===== src/rtl/pipe_pkg.sv =====
// Shared types and constants for the pipeline stage register.
// Used by pipe_slot and pipe_stage_reg.
package pipe_pkg;

    localparam int          STATS_W    = 16;
    localparam int          DEF_DATA_W = 32;
    localparam int          DEF_PC_W   = 32;
    localparam logic [31:0] NOP_INSTR  = 32'h0000_0000;

    typedef enum logic [1:0] {
        EMPTY = 2'd0,
        ONE   = 2'd1,
        FULL  = 2'd2
    } pipe_state_t;

    // Beat layout at the default core widths; modules with other widths build an equivalent local type.
    typedef struct packed {
        logic                  valid;
        logic [DEF_PC_W-1:0]   pc;
        logic [DEF_DATA_W-1:0] instr;
        logic                  bd;
    } pipe_beat_t;

    function automatic logic [STATS_W-1:0] sat_inc(input logic [STATS_W-1:0] value);
        return (&value) ? value : value + STATS_W'(1);
    endfunction

endpackage


===== src/rtl/pipe_slot.sv =====
// One payload register {valid, pc, instr, bd} of a pipeline stage.
// Clear has priority over load; a cleared slot holds a NOP at RESET_PC.
module pipe_slot
    import pipe_pkg::*;
#(
    parameter int              DATA_W   = 32,
    parameter int              PC_W     = 32,
    parameter logic [PC_W-1:0] RESET_PC = '0
) (
    input  logic              clk,
    input  logic              reset,
    input  logic              load_i,
    input  logic              clear_i,
    input  logic [PC_W-1:0]   pc_i,
    input  logic [DATA_W-1:0] instr_i,
    input  logic              bd_i,
    output logic              valid_o,
    output logic [PC_W-1:0]   pc_o,
    output logic [DATA_W-1:0] instr_o,
    output logic              bd_o
);

    typedef struct packed {
        logic              valid;
        logic [PC_W-1:0]   pc;
        logic [DATA_W-1:0] instr;
        logic              bd;
    } beat_t;

    localparam beat_t SLOT_CLEAR = '{
        valid: 1'b0,
        pc:    RESET_PC,
        instr: DATA_W'(NOP_INSTR),
        bd:    1'b0
    };

    beat_t beat_q;
    beat_t beat_d;

    always_comb begin
        beat_d = beat_q;
        if (clear_i) begin
            beat_d = SLOT_CLEAR;
        end else if (load_i) begin
            beat_d = '{valid: 1'b1, pc: pc_i, instr: instr_i, bd: bd_i};
        end
    end

    always_ff @(posedge clk) begin
        if (reset) begin
            beat_q <= SLOT_CLEAR;
        end else begin
            beat_q <= beat_d;
        end
    end

    assign valid_o = beat_q.valid;
    assign pc_o    = beat_q.pc;
    assign instr_o = beat_q.instr;
    assign bd_o    = beat_q.bd;

endmodule


===== src/rtl/pipe_stage_reg.sv =====
// Valid/ready pipeline stage register with a 2-entry skid buffer and flush-to-bubble.
// Define PIPE_STAGE_STATS_EN to add the stall_cycles / flush_count statistics ports.
module pipe_stage_reg
    import pipe_pkg::*;
#(
    parameter int              DATA_W   = 32,
    parameter int              PC_W     = 32,
    parameter logic [PC_W-1:0] RESET_PC = 32'h0000_0000
) (
    input  logic               clk,
    input  logic               reset,
    input  logic               in_valid,
    output logic               in_ready,
    input  logic [PC_W-1:0]    in_pc,
    input  logic [DATA_W-1:0]  in_instr,
    input  logic               in_bd,
    input  logic               flush,
    output logic               out_valid,
    input  logic               out_ready,
    output logic [PC_W-1:0]    out_pc,
    output logic [DATA_W-1:0]  out_instr,
    output logic               out_bd
`ifdef PIPE_STAGE_STATS_EN
    ,
    output logic [STATS_W-1:0] stall_cycles,
    output logic [STATS_W-1:0] flush_count
`endif
);

    pipe_state_t state_q;
    pipe_state_t state_d;
    logic        in_ready_q;
    logic        in_ready_d;

    logic in_fire;
    logic out_fire;
    logic main_load;
    logic main_clear;
    logic skid_load;
    logic skid_clear;

    logic              skid_valid;
    logic [PC_W-1:0]   skid_pc;
    logic [DATA_W-1:0] skid_instr;
    logic              skid_bd;

    logic [PC_W-1:0]   main_pc_in;
    logic [DATA_W-1:0] main_instr_in;
    logic              main_bd_in;

    // in_ready comes from a flop so downstream stalls never ripple combinationally upstream.
    assign in_ready = in_ready_q & ~reset;
    assign in_fire  = in_valid & in_ready;
    assign out_fire = out_valid & out_ready;

    // Main refills from the skid slot whenever it holds the older beat.
    assign main_pc_in    = skid_valid ? skid_pc    : in_pc;
    assign main_instr_in = skid_valid ? skid_instr : in_instr;
    assign main_bd_in    = skid_valid ? skid_bd    : in_bd;

    always_ff @(posedge clk) begin
        if (reset) begin
            state_q    <= EMPTY;
            in_ready_q <= 1'b1;
        end else begin
            state_q    <= state_d;
            in_ready_q <= in_ready_d;
        end
    end

    always_comb begin
        state_d    = state_q;
        main_load  = 1'b0;
        main_clear = 1'b0;
        skid_load  = 1'b0;
        skid_clear = 1'b0;

        if (flush) begin
            state_d    = EMPTY;
            main_clear = 1'b1;
            skid_clear = 1'b1;
        end else begin
            unique case (state_q)
                EMPTY: begin
                    if (in_fire) begin
                        main_load = 1'b1;
                        state_d   = ONE;
                    end
                end
                ONE: begin
                    if (in_fire && out_fire) begin
                        main_load = 1'b1;
                    end else if (in_fire) begin
                        skid_load = 1'b1;
                        state_d   = FULL;
                    end else if (out_fire) begin
                        main_clear = 1'b1;
                        state_d    = EMPTY;
                    end
                end
                FULL: begin
                    if (out_fire) begin
                        main_load  = 1'b1;
                        skid_clear = 1'b1;
                        state_d    = ONE;
                    end
                end
                default: begin
                    state_d    = EMPTY;
                    main_clear = 1'b1;
                    skid_clear = 1'b1;
                end
            endcase
        end

        in_ready_d = (state_d != FULL);
    end

    pipe_slot #(
        .DATA_W   (DATA_W),
        .PC_W     (PC_W),
        .RESET_PC (RESET_PC)
    ) u_main (
        .clk     (clk),
        .reset   (reset),
        .load_i  (main_load),
        .clear_i (main_clear),
        .pc_i    (main_pc_in),
        .instr_i (main_instr_in),
        .bd_i    (main_bd_in),
        .valid_o (out_valid),
        .pc_o    (out_pc),
        .instr_o (out_instr),
        .bd_o    (out_bd)
    );

    pipe_slot #(
        .DATA_W   (DATA_W),
        .PC_W     (PC_W),
        .RESET_PC (RESET_PC)
    ) u_skid (
        .clk     (clk),
        .reset   (reset),
        .load_i  (skid_load),
        .clear_i (skid_clear),
        .pc_i    (in_pc),
        .instr_i (in_instr),
        .bd_i    (in_bd),
        .valid_o (skid_valid),
        .pc_o    (skid_pc),
        .instr_o (skid_instr),
        .bd_o    (skid_bd)
    );

`ifdef PIPE_STAGE_STATS_EN
    logic [STATS_W-1:0] stall_cycles_q;
    logic [STATS_W-1:0] flush_count_q;

    // Counters survive flushes; only reset clears them.
    always_ff @(posedge clk) begin
        if (reset) begin
            stall_cycles_q <= '0;
            flush_count_q  <= '0;
        end else begin
            if (out_valid && !out_ready) begin
                stall_cycles_q <= sat_inc(stall_cycles_q);
            end
            if (flush && (out_valid || skid_valid)) begin
                flush_count_q <= sat_inc(flush_count_q);
            end
        end
    end

    assign stall_cycles = stall_cycles_q;
    assign flush_count  = flush_count_q;
`else
    // Statistics disabled: no counter state is built.
`endif

endmodule


===== config.mk =====
export PLATFORM = sky130hd
export DESIGN_NAME = pipe_stage_reg
export DESIGN_NICKNAME = d
export VERILOG_FILES = /design/src/rtl/pipe_pkg.sv /design/src/rtl/pipe_slot.sv /design/src/rtl/pipe_stage_reg.sv
export SDC_FILE = /design/constraint.sdc
export NUM_CORES = 1
export LEC_CHECK = 0
export BUFFER_PORTS_ARGS = -buffer_cell sky130_fd_sc_hd__buf_2
export CAP_MARGIN = 20
export CORE_MARGIN = 2
export CORE_UTILIZATION = 52
export CTS_BUF_LIST = sky130_fd_sc_hd__clkbuf_4 sky130_fd_sc_hd__clkbuf_8 sky130_fd_sc_hd__clkbuf_16
export CTS_CLUSTER_DIAMETER = 40
export CTS_CLUSTER_SIZE = 20
export DETAILED_ROUTE_END_ITERATION = 10
export PLACE_DENSITY_LB_ADDON = 0.12
export SLEW_MARGIN = 20
export SYNTH_ARGS = -nofsm -noshare
export SYNTH_HDL_FRONTEND = slang
export SYNTH_HIERARCHICAL = 1
export SYNTH_SLANG_ARGS = --single-unit

===== constraint.sdc =====
create_clock -name clk -period 2.7 [get_ports clk]
set_input_delay 0.135 -clock clk [delete_from_list [all_inputs] [get_ports clk]]
set_output_delay 0.135 -clock clk [all_outputs]
set_load 0.02 [all_outputs]

### Word level (Yosys, flattened, before mapping)

Cells that the tools add are included.

| operators by class | value |
|---|---|
| muxes and demuxes | 24 |
| bitwise gates (word level) | 4 |
| multiply operators | 0 |
| order comparisons | 0 |
| eq/ne operators | 3 |
| add/sub/neg operators | 0 |
| reductions and logical operators | 6 |
| divide/modulo/power cells | 0 |
| shift operators | 0 |

Operators with widths:

| cell | count |
|---|---|
| 32-bit 2-to-1 mux | 2 |
| 1-bit 2-to-1 mux | 12 |
| 2-bit 2-to-1 mux | 6 |
| 2-bit OR reduction | 4 |
| 2-bit one-hot mux with 3 select lines | 1 |
| 1-bit one-hot mux with 2 select lines | 2 |
| 1-bit bitwise AND | 3 |
| 1-bit one-hot mux with 3 select lines | 1 |
| 2-bit by 1-bit equality test with 1-bit output (second input constant) | 1 |
| 2-bit equality test (second input constant) | 1 |
| 2-bit logical NOT | 1 |
| 2-bit inequality test (second input constant) | 1 |
| 1-bit logical AND | 1 |
| 1-bit inverter | 1 |

| word-level totals | value |
|---|---|
| bits in latches | 0 |
| logic and storage cells | 47 |
| output and inout bits | 67 |
| memory bits (writable) | 0 |
| memories | 0 |
| ROM bits | 0 |
| bits in registers | 135 |

### Longest topological paths before layout

| logic depth | value |
|---|---|
| depth in word-level cells | 8 |
| gate-level depth with buffers | 8 |

### Cells and area by module

Netlist, hierarchy kept.

By module, submodules not included:

| module | area each (µm²) | seq. area each (µm²) | times used | cells each |
|---|---|---|---|---|
| pipe_slot | 2414.8 | 1321.3 | 2 | 214 |
| pipe_stage_reg | 978.4 | 60.1 | 1 | 95 |

### Worst setup path before layout

Ideal clock, no wire load.

| timing path | value |
|---|---|
| kind | reg-to-reg |
| from | register u_main.beat_q, in the netlist u_main/valid_o |
| to | register u_main.beat_q, in the netlist u_main/pc_o[20] |
| required time | 2.586 ns |
| cell stages (with the launch flop) | 9 |
| arrival | 1.489 ns |
| setup slack | 1.097 ns |
| buffers on the path | 3 |
| path through | dfxtp_1 > and2_1 > a22oi_1 > nor2_1 > buf_6 > buf_12 > buf_8 > mux2i_1 > nor2_1 |

| on the way | value |
|---|---|
| elaborated cells on any way between the ends | 11 |

RTL lines:

| element | line | text |
|---|---|---|
| from (decl) | pipe_slot.sv:37 | `beat_t beat_q;` |
| from (signal assigned) | pipe_slot.sv:53 | `beat_q <= beat_d;` |
| 1-bit bitwise AND (*) | pipe_stage_reg.sv:54 | `assign out_fire = out_valid & out_ready;` |
| 1-bit logical AND | pipe_stage_reg.sv:91 | `if (in_fire && out_fire) begin` |
| 1-bit 2-to-1 mux | pipe_stage_reg.sv:91 |  |
| 1-bit one-hot mux with 3 select lines (*) | pipe_stage_reg.sv:83 | `unique case (state_q)` |
| 1-bit 2-to-1 mux (*) | pipe_stage_reg.sv:78 | `if (flush) begin` |
| via main_load | pipe_stage_reg.sv:37 | `logic main_load;` |

Mark *: on every way through the listed nets, which the timed path passes. The rest lies on a longest branch.
A chain may end at the register's enable or synchronous reset.

### Worst setup path after layout

| timing path | value |
|---|---|
| from | input port reset |
| to | register u_skid.beat_q, in the netlist u_skid/instr_o[8] |

| on the way | value |
|---|---|
| longest elaborated chain between the ends | 7 |
| elaborated cells on any way between the ends | 9 |

RTL lines:

| element | line | text |
|---|---|---|
| from (decl) | pipe_stage_reg.sv:11 | `input logic reset,` |
| 1-bit inverter (*) | pipe_stage_reg.sv:52 | `assign in_ready = in_ready_q & ~reset;` |
| 1-bit bitwise AND (*) | pipe_stage_reg.sv:52 |  |
| 1-bit bitwise AND (*) | pipe_stage_reg.sv:53 | `assign in_fire = in_valid & in_ready;` |
| 1-bit 2-to-1 mux / 1-bit logical AND (equally long branches) | pipe_stage_reg.sv:93, pipe_stage_reg.sv:91 |  |
| 1-bit 2-to-1 mux (*) | pipe_stage_reg.sv:91 |  |
| 1-bit 2-to-1 mux (*) | pipe_stage_reg.sv:83 |  |
| 1-bit 2-to-1 mux (*) | pipe_stage_reg.sv:78 |  |
| via skid_load | pipe_stage_reg.sv:39 | `logic skid_load;` |
| to (signal assigned) | pipe_slot.sv:53 |  |
| to (decl) | pipe_slot.sv:37 |  |

Marked as above.

==> reports/summary.txt <==
outcome: finished, final reports clean
Slew @ Worst Pin: 0.536 ns
max-slew violations: 0
vias per std cell: 5.03
register area share after synthesis: 0.465
dpl ws: 0.865 ns
Setup CP Type: in -> reg
HPWL Detailed: 7550 um
worst hold path type: in -> reg
Hold Worst Slack: 0.117 ns
Syn Nets: 593
Wirelength per Cell: 14.6 um
Final Power: 4.54 mW
largest net degree at the start of global routing: 45
clock latency at the later pin of the worst-skew pair: 0.52 ns
core area: 10900 um^2
Rows: 38
EDFF count, synth: 0
via count: 4383
first-pass GRT wire length: 20500 um
Initial Util: 0.533
port bufs: 136
highest fanout seen on the critical path: 36
CP arrival: 2.24 ns
Final setup viols: 0
post-route cell area: 7640 um^2
Die Span Y: 110 um
vias in the first global route: 4435
post-cts resize count: 0
post-synth top area share: 0.465
CTS root buf: clkbuf_8
post-synthesis cell type count: 27
fmax: 539 MHz
Layout area overhead: 31.6%
overall routed net length: 12700 um
commonest cells in the netlist: nor2_1 (136), dfxtp_1 (135), mux2i_1 (130), mux2_2 (60), buf_6 (12)
relative slew slack: 0.640
power per cell area: 595 nW/um^2
hold buffer count at cts: 68
Post-DP Area: 6390 um^2
Max clock buf depth: 2
clk sinks: 135
DRC viols: 0
period utilisation layout: 0.687
fin nets: 789
final setup TNS: 0 ns
clock slew at reported path FFs: 0.06 ns
die width: 110 um
CTS Buf Count: 17
Die Area: 12000 um^2
Final Instance Count excl. Fillers: 872
total gr overflow: 0
CTS H-tree depth: 4
maxcap violations: 0
# diodes: 0
DP Cell Count: 772
cells after synthesis: 523
Mean Syn Cell Area: 11.1 um^2
Post-synth ARST share: 0
final core area utilization: 0.702
I/O pins: 137
gr usage total: 0.221
Post-synth top flop: dfxtp_1
top-count cell post-synth: nor2_1
ranking of synthesized cells by area: dfxtp_1 (47%), mux2i_1 (22%), mux2_2 (12%)
dominant cell type by area after synthesis: dfxtp_1
remaining antenna violation count after routing: 0
post-CTS setup buffer count: 0
crit end category: register
layout cells sized above 1: 0.333
Final WS setup: 0.846 ns
skew final: 0.00520 ns
Final Hold Vio Count: 0
detailed-router iteration count before antenna repair: 4
LEAKAGE: 3.01 nW
peak supply drop: 0.430 mV
CTS tree: built
initial antenna violation count: 0
RSZ-0062 raised after global routing: false
min Tclk post-route: 1.85 ns
Yosys warning count: 6
routability cong.: 0.784
Startpoint Class: primary input
Seq cells post-synth: 135
CP required: 3.09 ns
Initial DRC Count: 144
cell area after synthesis: 5810 um^2
logic make-up (layout without fill, tap and decap cells):
| logic type | after synthesis | after routing | synth area share |
|---|---|---|---|
| flip-flops | 135 | 135 | 0.465 |
| AND/OR/NAND/NOR | 147 | 147 | 0.101 |
| multiplexers | 196 | 196 | 0.352 |
| buffers and inverters | 37 | 246 | 0.0698 |
| AO/OA/AOI/OAI | 8 | 8 | 0.0114 |
state kept, by name (all words and copies together), names as in the netlist:
signal	cells
u_skid/instr_o	32
u_main/pc_o	32
u_main/valid_o	1
state_q	2
u_skid/valid_o	1
u_main/instr_o	32
u_skid/pc_o	32
u_skid/bd_o	1
u_main/bd_o	1
in_ready_q	1
worst paths after layout:
| path | cells after the start | end | startpoint | slack, ns |
|---|---|---|---|---|
| worst max-delay path | 7 | u_skid/instr_o[8] | reset | 0.85 |
| worst min-delay path | 3 | in_ready_q | out_ready | 0.12 |
| worst max register to register | 5 | u_skid/instr_o[8] | state_q[0] | 0.85 |
| worst min register to register | 2 | u_main/pc_o[4] | u_main/pc_o[4] | 0.48 |
cell usage in the layout, fill, tap and decap left out, types with 2 or more instances in the layout:
| cell type | n |
|---|---|
| mux2i_1 | 130 |
| buf_4 | 7 |
| buf_12 | 3 |
| clkbuf_16 | 16 |
| dfxtp_1 | 134 |
| or2_2 | 2 |
| dlygate4sd3_1 | 68 |
| mux2_1 | 6 |
| clkbuf_8 | 9 |
| a21o_1 | 2 |
| nor2_1 | 135 |
| clkbuf_4 | 6 |
| mux2_2 | 60 |
| buf_2 | 136 |
cell type report:
type,instances,area [um^2]
clock buffers,31,569
multi-input cells,351,2710
flip-flops and latches,135,2700
fillers,853,3250
clock inverters,1,5.00
well taps,140,175
repair buffers,214,1470
worst max-delay path: stages:
cell	delay [ns]
dlygate4sd3_1	0.53
buf_2	0.17
nand3b_1	0.24
nor4_2	0.51
buf_12	0.33
mux2i_1	0.25
nor2_1	0.06
power by group:
group / switching (mW) / internal, mW
Clock: 0.779 / 1.39
Combinational: 0.163 / 0.198
Sequential: 0.00866 / 2.01
per-layer routing:
layer  share of wire  global-route usage  vias up
li1                -                   -     2177
met1            0.43               0.251     2082
met2            0.50               0.386      104
met3           0.050              0.0682       20
met4           0.015              0.0886        0
met5               0                   0        -
No activity file was read; power rests on OpenSTA's default activity.
